### src/rtl/button_pulse_ctrl_if.sv
// button_pulse_ctrl_if
//   Groups the raw push-button inputs and the counter control outputs of
//   button_pulse_ctrl into one bundle.
//
//   Signals:
//     btn_step  raw step button (asynchronous, active high)
//     btn_load  raw load button (asynchronous, active high)
//     btn_mode  raw mode button (asynchronous, active high)
//     en        one-cycle count-enable pulse to the counter
//     load      one-cycle load pulse to the counter
//     mode      direction level to the counter (1 = up, 0 = down)
//
//   Modports:
//     master  drives the buttons, observes the counter controls
//     slave   the controller: reads the buttons, drives the counter controls
interface button_pulse_ctrl_if;
    logic btn_step;
    logic btn_load;
    logic btn_mode;
    logic en;
    logic load;
    logic mode;

    modport master (
        output btn_step,
        output btn_load,
        output btn_mode,
        input  en,
        input  load,
        input  mode
    );

    modport slave (
        input  btn_step,
        input  btn_load,
        input  btn_mode,
        output en,
        output load,
        output mode
    );
endinterface

### src/rtl/button_pulse_ctrl.sv
// button_pulse_ctrl
//   Synchronises and debounces the step, load and mode push buttons and turns
//   accepted presses into control signals for the 4-bit up/down counter:
//   a one-cycle en pulse per step press, a one-cycle load pulse per load
//   press, and a mode level that toggles on each mode press.
//
//   Ports:
//     clk     system clock, rising edge
//     resetn  asynchronous active-low reset
//     bus     button_pulse_ctrl_if.slave (btn_step/btn_load/btn_mode in,
//             en/load/mode out; all outputs registered)
//
//   Parameters:
//     DEBOUNCE_CYCLES  stable cycles needed to accept a level change (>= 1)
//     MODE_INIT        reset value of mode
//     REPEAT_DELAY     hold cycles from the first en pulse to the first
//                      repeat (only with BTN_AUTO_REPEAT_EN)
//     REPEAT_PERIOD    cycles between repeat en pulses (only with
//                      BTN_AUTO_REPEAT_EN)
//
//   Build option:
//     BTN_AUTO_REPEAT_EN  when defined, a held step button auto-repeats en.
//                         When undefined the repeat logic and its parameters
//                         do not exist and each press gives exactly one en.

// Per-button synchroniser + debounce FSM.
//
//   state        | meaning
//   -------------+------------------------------------------------------
//   IDLE         | button released and stable
//   PRESS_WAIT   | input high, counting stable high cycles
//   PRESSED      | press accepted, waiting for the input to fall
//   RELEASE_WAIT | input low, counting stable low cycles
//
// The first cycle that sees the new level (the transition out of IDLE or
// PRESSED) counts as one of the DEBOUNCE_CYCLES, so the wait states leave
// when the counter sits at DEBOUNCE_CYCLES-1 and sees the level once more.
module button_pulse_ctrl_debounce #(
    parameter int DEBOUNCE_CYCLES = 16
`ifdef BTN_AUTO_REPEAT_EN
    ,
    parameter bit REPEAT_EN     = 1'b0,
    parameter int REPEAT_DELAY  = 64,
    parameter int REPEAT_PERIOD = 8
`endif
) (
    input  logic clk,
    input  logic resetn,
    input  logic raw_i,
    output logic strobe_o
);

    localparam int            CW       = $clog2(DEBOUNCE_CYCLES + 1);
    localparam logic [CW-1:0] CNT_TERM = CW'(DEBOUNCE_CYCLES - 1);
    localparam logic [CW-1:0] CNT_MAX  = CW'(DEBOUNCE_CYCLES);

    typedef enum logic [1:0] {
        IDLE         = 2'd0,
        PRESS_WAIT   = 2'd1,
        PRESSED      = 2'd2,
        RELEASE_WAIT = 2'd3
    } state_t;

    state_t        state_q, state_d;
    logic [CW-1:0] cnt_q, cnt_d;
    logic [CW-1:0] cnt_inc;
    logic [1:0]    sync_q;
    logic          btn_s;
    logic          accept;

    assign btn_s = sync_q[1];

    // Saturating increment: the counter never wraps back to zero.
    assign cnt_inc = (cnt_q == CNT_MAX) ? cnt_q : cnt_q + CW'(1);

    always_ff @(posedge clk or negedge resetn) begin
        if (!resetn) begin
            sync_q  <= 2'b00;
            state_q <= IDLE;
            cnt_q   <= '0;
        end else begin
            sync_q  <= {sync_q[0], raw_i};
            state_q <= state_d;
            cnt_q   <= cnt_d;
        end
    end

    always_comb begin
        state_d = state_q;
        cnt_d   = cnt_q;
        accept  = 1'b0;
        case (state_q)
            IDLE: begin
                cnt_d = '0;
                if (btn_s) begin
                    state_d = PRESS_WAIT;
                end
            end
            PRESS_WAIT: begin
                if (!btn_s) begin
                    state_d = IDLE;
                    cnt_d   = '0;
                end else if (cnt_q == CNT_TERM) begin
                    state_d = PRESSED;
                    cnt_d   = '0;
                    accept  = 1'b1;
                end else begin
                    cnt_d = cnt_inc;
                end
            end
            PRESSED: begin
                cnt_d = '0;
                if (!btn_s) begin
                    state_d = RELEASE_WAIT;
                end
            end
            RELEASE_WAIT: begin
                if (btn_s) begin
                    // Bounce on release: back to PRESSED without a new strobe.
                    state_d = PRESSED;
                    cnt_d   = '0;
                end else if (cnt_q == CNT_TERM) begin
                    state_d = IDLE;
                    cnt_d   = '0;
                end else begin
                    cnt_d = cnt_inc;
                end
            end
            default: begin
                state_d = IDLE;
                cnt_d   = '0;
            end
        endcase
    end

`ifdef BTN_AUTO_REPEAT_EN
    generate
        if (REPEAT_EN) begin : g_repeat
            localparam int RPT_MAX = (REPEAT_DELAY > REPEAT_PERIOD) ? REPEAT_DELAY
                                                                   : REPEAT_PERIOD;
            localparam int RW      = $clog2(RPT_MAX + 1);

            logic [RW-1:0] rpt_q, rpt_d;
            logic          rpt_fire;

            // Down-counter armed on the accept strobe. It only runs while the
            // button is held in PRESSED, so RELEASE_WAIT pauses it and a
            // falling input suppresses any further repeat at once.
            always_comb begin
                rpt_d    = rpt_q;
                rpt_fire = 1'b0;
                if (accept) begin
                    rpt_d = RW'(REPEAT_DELAY - 1);
                end else if ((state_q == PRESSED) && btn_s) begin
                    if (rpt_q == '0) begin
                        rpt_fire = 1'b1;
                        rpt_d    = RW'(REPEAT_PERIOD - 1);
                    end else begin
                        rpt_d = rpt_q - RW'(1);
                    end
                end
            end

            always_ff @(posedge clk or negedge resetn) begin
                if (!resetn) begin
                    rpt_q <= '0;
                end else begin
                    rpt_q <= rpt_d;
                end
            end

            assign strobe_o = accept | rpt_fire;
        end else begin : g_no_repeat
            assign strobe_o = accept;
        end
    endgenerate
`else
    assign strobe_o = accept;
`endif

endmodule

module button_pulse_ctrl #(
    parameter int DEBOUNCE_CYCLES = 16,
    parameter bit MODE_INIT       = 1'b1
`ifdef BTN_AUTO_REPEAT_EN
    ,
    parameter int REPEAT_DELAY    = 64,
    parameter int REPEAT_PERIOD   = 8
`endif
) (
    input  logic                clk,
    input  logic                resetn,
    button_pulse_ctrl_if.slave  bus
);

    logic step_stb;
    logic load_stb;
    logic mode_stb;

    logic en_q,   en_d;
    logic load_q, load_d;
    logic mode_q, mode_d;

`ifdef BTN_AUTO_REPEAT_EN
    button_pulse_ctrl_debounce #(
        .DEBOUNCE_CYCLES (DEBOUNCE_CYCLES),
        .REPEAT_EN       (1'b1),
        .REPEAT_DELAY    (REPEAT_DELAY),
        .REPEAT_PERIOD   (REPEAT_PERIOD)
    ) u_step_db (
        .clk      (clk),
        .resetn   (resetn),
        .raw_i    (bus.btn_step),
        .strobe_o (step_stb)
    );
`else
    button_pulse_ctrl_debounce #(
        .DEBOUNCE_CYCLES (DEBOUNCE_CYCLES)
    ) u_step_db (
        .clk      (clk),
        .resetn   (resetn),
        .raw_i    (bus.btn_step),
        .strobe_o (step_stb)
    );
`endif

    button_pulse_ctrl_debounce #(
        .DEBOUNCE_CYCLES (DEBOUNCE_CYCLES)
    ) u_load_db (
        .clk      (clk),
        .resetn   (resetn),
        .raw_i    (bus.btn_load),
        .strobe_o (load_stb)
    );

    button_pulse_ctrl_debounce #(
        .DEBOUNCE_CYCLES (DEBOUNCE_CYCLES)
    ) u_mode_db (
        .clk      (clk),
        .resetn   (resetn),
        .raw_i    (bus.btn_mode),
        .strobe_o (mode_stb)
    );

    // Load wins over a coincident step: that en pulse is discarded rather
    // than held back, so the counter never steps right after being loaded
    // by the same press pair. Mode and step on the same edge both apply, so
    // the counter steps in the new direction.
    always_comb begin
        en_d   = step_stb & ~load_stb;
        load_d = load_stb;
        mode_d = mode_q ^ mode_stb;
    end

    always_ff @(posedge clk or negedge resetn) begin
        if (!resetn) begin
            en_q   <= 1'b0;
            load_q <= 1'b0;
            mode_q <= MODE_INIT;
        end else begin
            en_q   <= en_d;
            load_q <= load_d;
            mode_q <= mode_d;
        end
    end

    assign bus.en   = en_q;
    assign bus.load = load_q;
    assign bus.mode = mode_q;

endmodule

### src/flat_wrapper.sv
// flat-port wrapper written by rule: the top's interface ports become plain ports
module button_pulse_ctrl_flat 
#(
    parameter int DEBOUNCE_CYCLES = 16,
    parameter bit MODE_INIT       = 1'b1

)
  (clk, resetn, bus_btn_step, bus_btn_load, bus_btn_mode, bus_en, bus_load, bus_mode);
  button_pulse_ctrl_if bus_i ();
  input  logic clk;
  input  logic resetn;
  input wire logic [$bits(bus_i.btn_step)-1:0] bus_btn_step;
  input wire logic [$bits(bus_i.btn_load)-1:0] bus_btn_load;
  input wire logic [$bits(bus_i.btn_mode)-1:0] bus_btn_mode;
  output wire logic [$bits(bus_i.en)-1:0] bus_en;
  output wire logic [$bits(bus_i.load)-1:0] bus_load;
  output wire logic [$bits(bus_i.mode)-1:0] bus_mode;
  assign bus_i.btn_step = bus_btn_step;
  assign bus_i.btn_load = bus_btn_load;
  assign bus_i.btn_mode = bus_btn_mode;
  assign bus_en = bus_i.en;
  assign bus_load = bus_i.load;
  assign bus_mode = bus_i.mode;
  button_pulse_ctrl #(.DEBOUNCE_CYCLES(DEBOUNCE_CYCLES), .MODE_INIT(MODE_INIT)) u_core (.clk(clk), .resetn(resetn), .bus(bus_i));
endmodule
### config.mk
export PLATFORM = sky130hd
export DESIGN_NAME = button_pulse_ctrl_flat
export DESIGN_NICKNAME = d
export VERILOG_FILES = /design/src/rtl/button_pulse_ctrl_if.sv /design/src/rtl/button_pulse_ctrl.sv /design/src/flat_wrapper.sv
export SDC_FILE = /design/constraint.sdc
export NUM_CORES = 1
export LEC_CHECK = 0
export CAP_MARGIN = 20
export CORE_MARGIN = 2
export CORE_UTILIZATION = 61
export CTS_CLUSTER_DIAMETER = 200
export DETAILED_ROUTE_END_ITERATION = 12
export HOLD_SLACK_MARGIN = 0.02
export PLACE_DENSITY = 0.81
export RECOVER_POWER = 100
export SLEW_MARGIN = 20
export SYNTH_ARGS = -nofsm -noshare
export SYNTH_HDL_FRONTEND = slang
export SYNTH_SLANG_ARGS = --single-unit
### constraint.sdc
create_clock -name clk -period 3.7 [get_ports clk]
set_input_delay 0.555 -clock clk [delete_from_list [all_inputs] [get_ports clk]]
set_output_delay 0.555 -clock clk [all_outputs]
set_load 0.005 [all_outputs]
; ---- Word-level counts from Yosys, hierarchy flattened
; Cells that the tools add are included.
[word_totals]
elab_cells = 99
ff_bits = 30
in_bits = 5
output_inout_bits = 3
[op_classes]
muxes = 45
addsub = 3
n_bitwise = 3
eq_ne = 27
reduce_logical = 9
[op_table]
columns = operator, n
row1 = 2-to-1 mux 5 bit, 12
row2 = case mux 5 bit (3 select lines), 3
row3 = 2-to-1 mux 2 bit, 18
row4 = case mux 2 bit (4 select lines), 3
row5 = "inequality test 3 bit, second input constant", 6
row6 = "adder 5 x 1 -> 5 bit, second input constant", 3
row7 = "equality test 5 x 4 -> 1 bit, second input constant", 3
row8 = "equality test 5 bit, second input constant", 3
row9 = "equality test 2 bit, second input constant", 6
row10 = "inequality test 2 bit, second input constant", 6
row11 = AND reduction 4 bit, 3
row12 = 2-to-1 mux 1 bit, 9
row13 = "equality test 2 x 1 -> 1 bit, second input constant", 3
row14 = zero test 2 bit, 3
row15 = OR reduction 2 bit, 3
row16 = AND 1 bit, 1
row17 = inverter 1 bit, 1
row18 = XOR 1 bit, 1

; ---- Depth between registers and ports, before layout
[depth]
word_depth = 6
mapped_depth = 6
ltp_nobuf = 6

; ---- Cells and area by module
; A second synthesis with hierarchy kept.
[hier_totals]
hier_cells = 116
hier_area_um2 = 1406.3
[by_module_without_submodules]
columns = mod, seq_area_each_um2, instances, area_per_inst_um2, cells_per_inst
row1 = button_pulse_ctrl_debounce (u_core.u_load_db ...), 225.2, 2, 436.7, 36
row2 = button_pulse_ctrl_debounce (u_core.u_step_db), 225.2, 1, 441.7, 39
row3 = button_pulse_ctrl, 76.3, 1, 91.3, 5

; ---- Least setup slack after synthesis
; No wires, ideal clock.
[synth_timing]
path_type = reg2reg
from = reg u_core.u_step_db.cnt_q[0]
to = reg u_core.u_step_db.cnt_q[2]
n_path_buf = 0
required_ns = 3.614
path_slack_ns = 2.291
setup_ns = 0.086
stages_incl_launch_ff = 6
arrival_time_ns = 1.323
period_less_slack_ns = 1.409
path_cell_list = dfrtp_1 -> ha_1 -> and3_1 -> ha_1 -> nand3b_1 -> nor3_1
[synth_via]
elab_chain_len = 5
elab_cells_between_ends = 8
cone_classes = 1 x add/sub / 2 x eq/ne / 5 x mux
[synth_lines]
columns = item, line_no
row1 = "start, declared", button_pulse_ctrl.sv:65  ; logic [CW-1:0] cnt_q, cnt_d;
row2 = "start signal, assigned", button_pulse_ctrl.sv:84  ; cnt_q <= cnt_d;
row3 = adder 5 x 1 -> 5 bit / equality test 5 bit (equally long branches), button_pulse_ctrl.sv:74  ; assign cnt_inc = (cnt_q == CNT_MAX) ? cnt_q : cnt_q + CW'(1);
row4 = 2-to-1 mux 5 bit, button_pulse_ctrl.sv:74
row5 = 2-to-1 mux 5 bit (*), "button_pulse_ctrl.sv:103, button_pulse_ctrl.sv:122"
row6 = 2-to-1 mux 5 bit (on tied branches), "button_pulse_ctrl.sv:118, button_pulse_ctrl.sv:100"
row7 = case mux 5 bit (3 select lines) (*), button_pulse_ctrl.sv:92  ; case (state_q)
row8 = net u_core.u_step_db.cnt_d[2], button_pulse_ctrl.sv:65
; The timed path passes the listed nets; every way through them passes the cells marked *.
; A chain may end at the register's enable or synchronous reset.

==> metrics.cfg <==
[setup_path]
cp_cell_sequence=dlygate4sd3_1 > clkbuf_1
cp_max_fo=30
required_ps=3850
rr_startpoint=u_core.u_step_db.cnt_q[1]$_DFF_PN0_
rrSetupSlack_ps=2140
critical-path-max-stage-delay_ps=1120
worst_path_dominant_cell_family=buffers and inverters
r2r-end=u_core.u_step_db.cnt_q[2]$_DFF_PN0_
path_depth=2
critPathKind=input pin to async pin
start_kind=input pin
crit_start=resetn
critPathArrivalTime_ps=2210
cp_slowest_cell=clkbuf_1
path_buf_inv=2
worstSetupEndpointType=async pin
worstSetupEndpoint=u_core.u_mode_db.sync_q[1]$_DFF_PN0_
worstRegToRegCells=5

[synth]
syn_area_per_cell_um2=11.6
yosysSeqAreaShare=0.547
yosysWarnings=0
ys_types=23
synthCells=118
syn_nets=135
ys_ff_latch=30
synth_area_um2=1370

[power]
internal_power_mw=0.503
seq_power_share=0.544
total_power_mw=0.630
p_comb_frac=0.041
ir_drop_mv=0.439
p_sw_frac=0.201
power.net_switching_mw=0.127
powerDensity_nw_per_um2=404
power.leakage_nw=0.716
clockPowerShare=0.415

[run]
cap_viol_max_count=1

[global_route]
grt_use_total=0.211
grt_first_pass_wirelength_mm=3.89
top_usage_layer=met2
grt_use_met1=0.229
antenna_found_initial=0
grt.overflow.total=0
use_met3=0.0789
first_global_vias=906
grt_max_degree=31
met2_usage=0.359

[clocking]
cts.reportedPaths.clkPinSlew_ps=80
cts_tree=done
h-tree-depth=2
numCtsBuffers=5
clock_latency_ps=320
cts_hold_buf=0
cts_buffer_depth=2
cts_setup_buffers=0
ctsResizeCount=0
clock_sinks=30
root_buffer=clkbuf_4

[min_path]
hold_path.class=flop to flop

[routing]
drc=0
drt_iter0_drc=8
via_per_inst=5.32
wl_per_cell_um=14.2
ant_nets=0
dr.pass1.iters=4
vias=856
wl_mm=2.28

[outcome]
violations=max-capacitance violations, max-slew violations
outcome=complete, but fails checks

[timing]
finalCritPeriodShare=0.555
skew_ps=11.9
worst_pin_slew_ps=1550
setup_slack_ps=1650
hold_viol_final=0
max_freq_ghz=0.487
rsz0062_at_grt=false
slew_headroom=-0.0359
hold_slack_ps=358
setup-tns-final_ps=0
finalMaxSlewViolations=31
layout_min_cycle_time_ps=2050
setup_viol=0

[placed_design]
io_buffers=7
gp_congestion=0.765
preCtsSetupSlack_ps=2140
dpl.hpwl_mm=1.56

[final_layout]
area_delta_synth_final_pct=13.4
drive_above_1_share=0.0902
final_util=0.718
nNetsFinal=150
diodes=0

[floorplanning]
initial_utilization=0.633
die_area_um2=2650
die_w_um=51.5
row_count=17
io-pin-count=8
die_h_um=51.5
core_um2=2170

cell usage after synthesis:
cell,instances,area share
xnor2_1,7,0.045
nand2_1,6,0.016
nor2_1,9,0.025
mux2i_1,1,0.0073
and3_1,4,0.018
nor3_2,1,0.0073
dfrtp_1,29,0.53
dfstp_2,1,0.019
inv_1,9,0.025
nor2b_1,6,0.027
nor4_2,1,0.0091
nor3_1,7,0.025
and4bb_1,1,0.0091
nand4b_1,2,0.013
and3_2,1,0.0055
nor4_1,2,0.0091
ha_1,12,0.11
xor2_1,6,0.038
nand3_1,3,0.011
and4bb_2,2,0.018
nand3b_1,1,0.0055
and4b_1,1,0.0073
a21oi_1,6,0.022
worst min-delay path by stage:
stage / startpoint / to / depth (start not counted)
final: u_core.u_step_db.sync_q[0]$_DFF_PN0_ / u_core.u_step_db.sync_q[1]$_DFF_PN0_ / 0
after global routing: u_core.u_step_db.sync_q[0]$_DFF_PN0_ / u_core.u_step_db.sync_q[1]$_DFF_PN0_ / 0
after CTS: u_core.u_mode_db.sync_q[0]$_DFF_PN0_ / u_core.u_mode_db.sync_q[1]$_DFF_PN0_ / 0
after detailed placement: u_core.u_step_db.sync_q[0]$_DFF_PN0_ / u_core.u_step_db.sync_q[1]$_DFF_PN0_ / 0
after global placement: u_core.u_load_db.sync_q[0]$_DFF_PN0_ / u_core.u_load_db.sync_q[1]$_DFF_PN0_ / 0
after floorplan: resetn / async pin / 0
sequential cells by signal (all words and copies together), names as in the netlist, named ones only:
register / cells
u_core.u_load_db.cnt_q: 5
u_core.u_step_db.sync_q: 2
u_core.bus.en: 1
u_core.u_mode_db.sync_q: 2
u_core.u_load_db.state_q: 1
u_core.bus.mode: 1
u_core.u_step_db.state_q: 1
u_core.u_mode_db.cnt_q: 5
u_core.u_step_db.cnt_q: 5
u_core.u_mode_db.state_q: 1
u_core.bus.load: 1
u_core.u_load_db.sync_q: 2
power groups by stage:
stage                     combinational [mW]  clock (mW)  sequential [mW]
after floorplan                       0.0135           0            0.347
after global placement                0.0270           0            0.348
after detailed placement              0.0280           0            0.349
after CTS                             0.0281       0.272            0.343
after global routing                  0.0305       0.284            0.344
final                                 0.0261       0.261            0.343
layout make-up:
| class | instances | area [µm²] |
|---|---|---|
| clock buffers | 6 | 51.3 |
| clock inverters | 1 | 30.0 |
| flip-flops and latches | 30 | 752 |
| multi-input cells | 79 | 582 |
| repair buffers | 8 | 73.8 |
| fillers | 158 | 612 |
| inverters | 9 | 33.8 |
| well taps | 28 | 35.0 |
layer usage:
layer	vias up	share of wire
met4	0	0.0075
met1	419	0.43
met2	10	0.54
met3	2	0.025
met5	-	0
li1	425	-
metrics by stage:
step           cell area [µm²]  cells
6_report                  1560    161
3_3_place_gp              1490    154
4_1_cts                   1570    161
5_1_grt                   1560    161
3_5_place_dp              1490    154
2_1_floorplan             1370    118
kinds of logic (layout without fill, tap and decap cells):
group,count (synthesis),in the layout,share of synthesized area
flops,30,30,0.547
buf+inv,9,24,0.0246
xor+xnor,13,13,0.0829
compound gates,6,6,0.0219
mux,1,1,0.00729
simple gates,47,47,0.207
fa+ha+maj,12,12,0.109
cells in the final DEF (no fill, tap or decap), drive strengths merged:
cell          n
a21oi         6
and3          5
and4b         1
and4bb        3
bufinv        1
clkbuf        7
dfrtp        29
dfstp         1
dlygate4sd3   7
ha           12
inv           9
mux2i         1
nand2         6
nand3         3
nand3b        1
nand4b        2
nor2          9
nor2b         6
nor3          8
nor4          3
xnor2         7
xor2          6
No activity file was read; power rests on OpenSTA's default activity.
==> RTL edit (same settings) <==
`DEBOUNCE_CYCLES` is set to 16 in 3 places; all go to 64.
--- a/src/rtl/button_pulse_ctrl.sv
+++ b/src/rtl/button_pulse_ctrl.sv
@@ -36,7 +36,7 @@
 // PRESSED) counts as one of the DEBOUNCE_CYCLES, so the wait states leave
 // when the counter sits at DEBOUNCE_CYCLES-1 and sees the level once more.
 module button_pulse_ctrl_debounce #(
-    parameter int DEBOUNCE_CYCLES = 16
+    parameter int DEBOUNCE_CYCLES = 64
 `ifdef BTN_AUTO_REPEAT_EN
     ,
     parameter bit REPEAT_EN     = 1'b0,
@@ -181,7 +181,7 @@
 endmodule
 
 module button_pulse_ctrl #(
-    parameter int DEBOUNCE_CYCLES = 16,
+    parameter int DEBOUNCE_CYCLES = 64,
     parameter bit MODE_INIT       = 1'b1
 `ifdef BTN_AUTO_REPEAT_EN
     ,
--- a/src/flat_wrapper.sv
+++ b/src/flat_wrapper.sv
@@ -1,7 +1,7 @@
 // flat-port wrapper written by rule: the top's interface ports become plain ports
 module button_pulse_ctrl_flat 
 #(
-    parameter int DEBOUNCE_CYCLES = 16,
+    parameter int DEBOUNCE_CYCLES = 64,
     parameter bit MODE_INIT       = 1'b1
 
 )
Check against the original RTL: same outputs for any inputs over 10 cycles, from zero or initial values and one cycle with resetn low; that may be too few to reach the edited logic, so the function may still have changed.
==> RTL edit against the unedited design <==
Combinational power grew 14%; worst setup slack worse by 0.23 ns; power rose by 6.7%; sequential cell count grew 6; the run still ends with capacitance limit, slew limit left; utilization is 0.33 points lower; largest cell class unchanged; final area up 15%; area after synthesis increased by 18%; routed wire length increased by 17%; critical endpoint is now u_core.u_step_db.cnt_q[0]$_DFF_PN0_.
==> RTL edit: results (changes against the unedited design) <==
placement:
  place_hpwl_microns: 1930  # +23%
  place_area_sq_mm: 0.00173  # +16%
route:
  avgRoutedWirePerCell_microns: 13.9  # -1.6%
  vias_per_cell: 5.85  # +10%
global_route:
  grt_use_total: 0.202  # -0.00961
  grt_first_pass_wirelength_microns: 4730  # +22%
sta:
  whs_ns: 0.357  # -0.00176 ns
  drv_slew: 37  # +19%
  relSlewSlack: -0.215  # -0.180
worst_hold_path:
  hold_start: "u_core.u_mode_db.sync_q[0]$_DFF_PN0_"
logic_synthesis:
  netlist_top_cells_area: "dfrtp_1, xor2_1, ha_1"
  synth_cell_types: 30  # +30%
  synth_fp_nets: 159  # +18%
critical_path:
  r2r-start: "u_core.u_step_db.cnt_q[0]$_DFF_PN0_"
  arrival_ns: 2.39  # +0.18 ns
  reg2reg_slack_ns: 1.65  # -0.49 ns
  cp_max_fo: 36  # +20%
  critical-path-max-stage-delay_ns: 1.31  # +0.19 ns
run:
  cap_violations: 1  # unchanged
final_layout:
  drive_above_1_share: 0.0617  # -0.0285
  seq_area_sq_um: 902  # +20%
cts:
  clk_pin_slew_worst_paths_ns: 0.10  # +0.02 ns
run_status:
  status: "finished, violations left"
  violations: "capacitance limit, slew limit"
die:
  coreArea_sq_mm: 0.00250  # +15%
RTL edit: per-layer routing:
metal  vias to the layer above  global-route usage  share of wire  wire length (microns)
li1                        548                   -              -                      -
met1                       548               0.217           0.43                   1150
met2                        21               0.337           0.50                   1350
met3                         7              0.0890          0.044                    119
met4                         0              0.0976          0.024                     64
met5                         -                   0              0                      0
RTL edit: layout make-up:
| cell class | instances | share of cell area |
|---|---|---|
| clock buffer | 8 | 0.0385 |
| tap | 30 | 0.0210 |
| inverter | 11 | 0.0231 |
| multi-input combinational | 99 | 0.371 |
| sequential | 36 | 0.505 |
| timing repair buffer | 8 | 0.0413 |
RTL edit: kinds of logic (layout without fill, tap and decap cells):
kind of cell,count (synthesis),in the layout,share of synthesized area
muxes,3,3,0.0208
buffers and inverters,13,27,0.0317
DFF,36,36,0.557
adders and majority gates,6,6,0.0463
xor gates and xnor gates,13,13,0.0703
and+or+nand+nor,56,56,0.187
AOI/OAI and AO/OA,21,21,0.0873
RTL edit: power by group:
| part | total (uW) | internal [uW] | switching, uW |
|---|---|---|---|
| logic | 29.7 | 11.2 | 18.4 |
| registers | 408 | 401 | 6.88 |
| clock network | 235 | 112 | 123 |
| total | 673 | 524 | 148 |
RTL edit: through the flow:
| step | instances | setup slack (ns) | total power (uW) |
|---|---|---|---|
| floorplan | 148 | 2.16 | 430 |
| global placement | 184 | 2.08 | 445 |
| detailed placement | 184 | 1.96 | 448 |
| CTS | 192 | 1.75 | 682 |
| global route | 192 | 0.959 | 705 |
| finish | 192 | 1.42 | 673 |
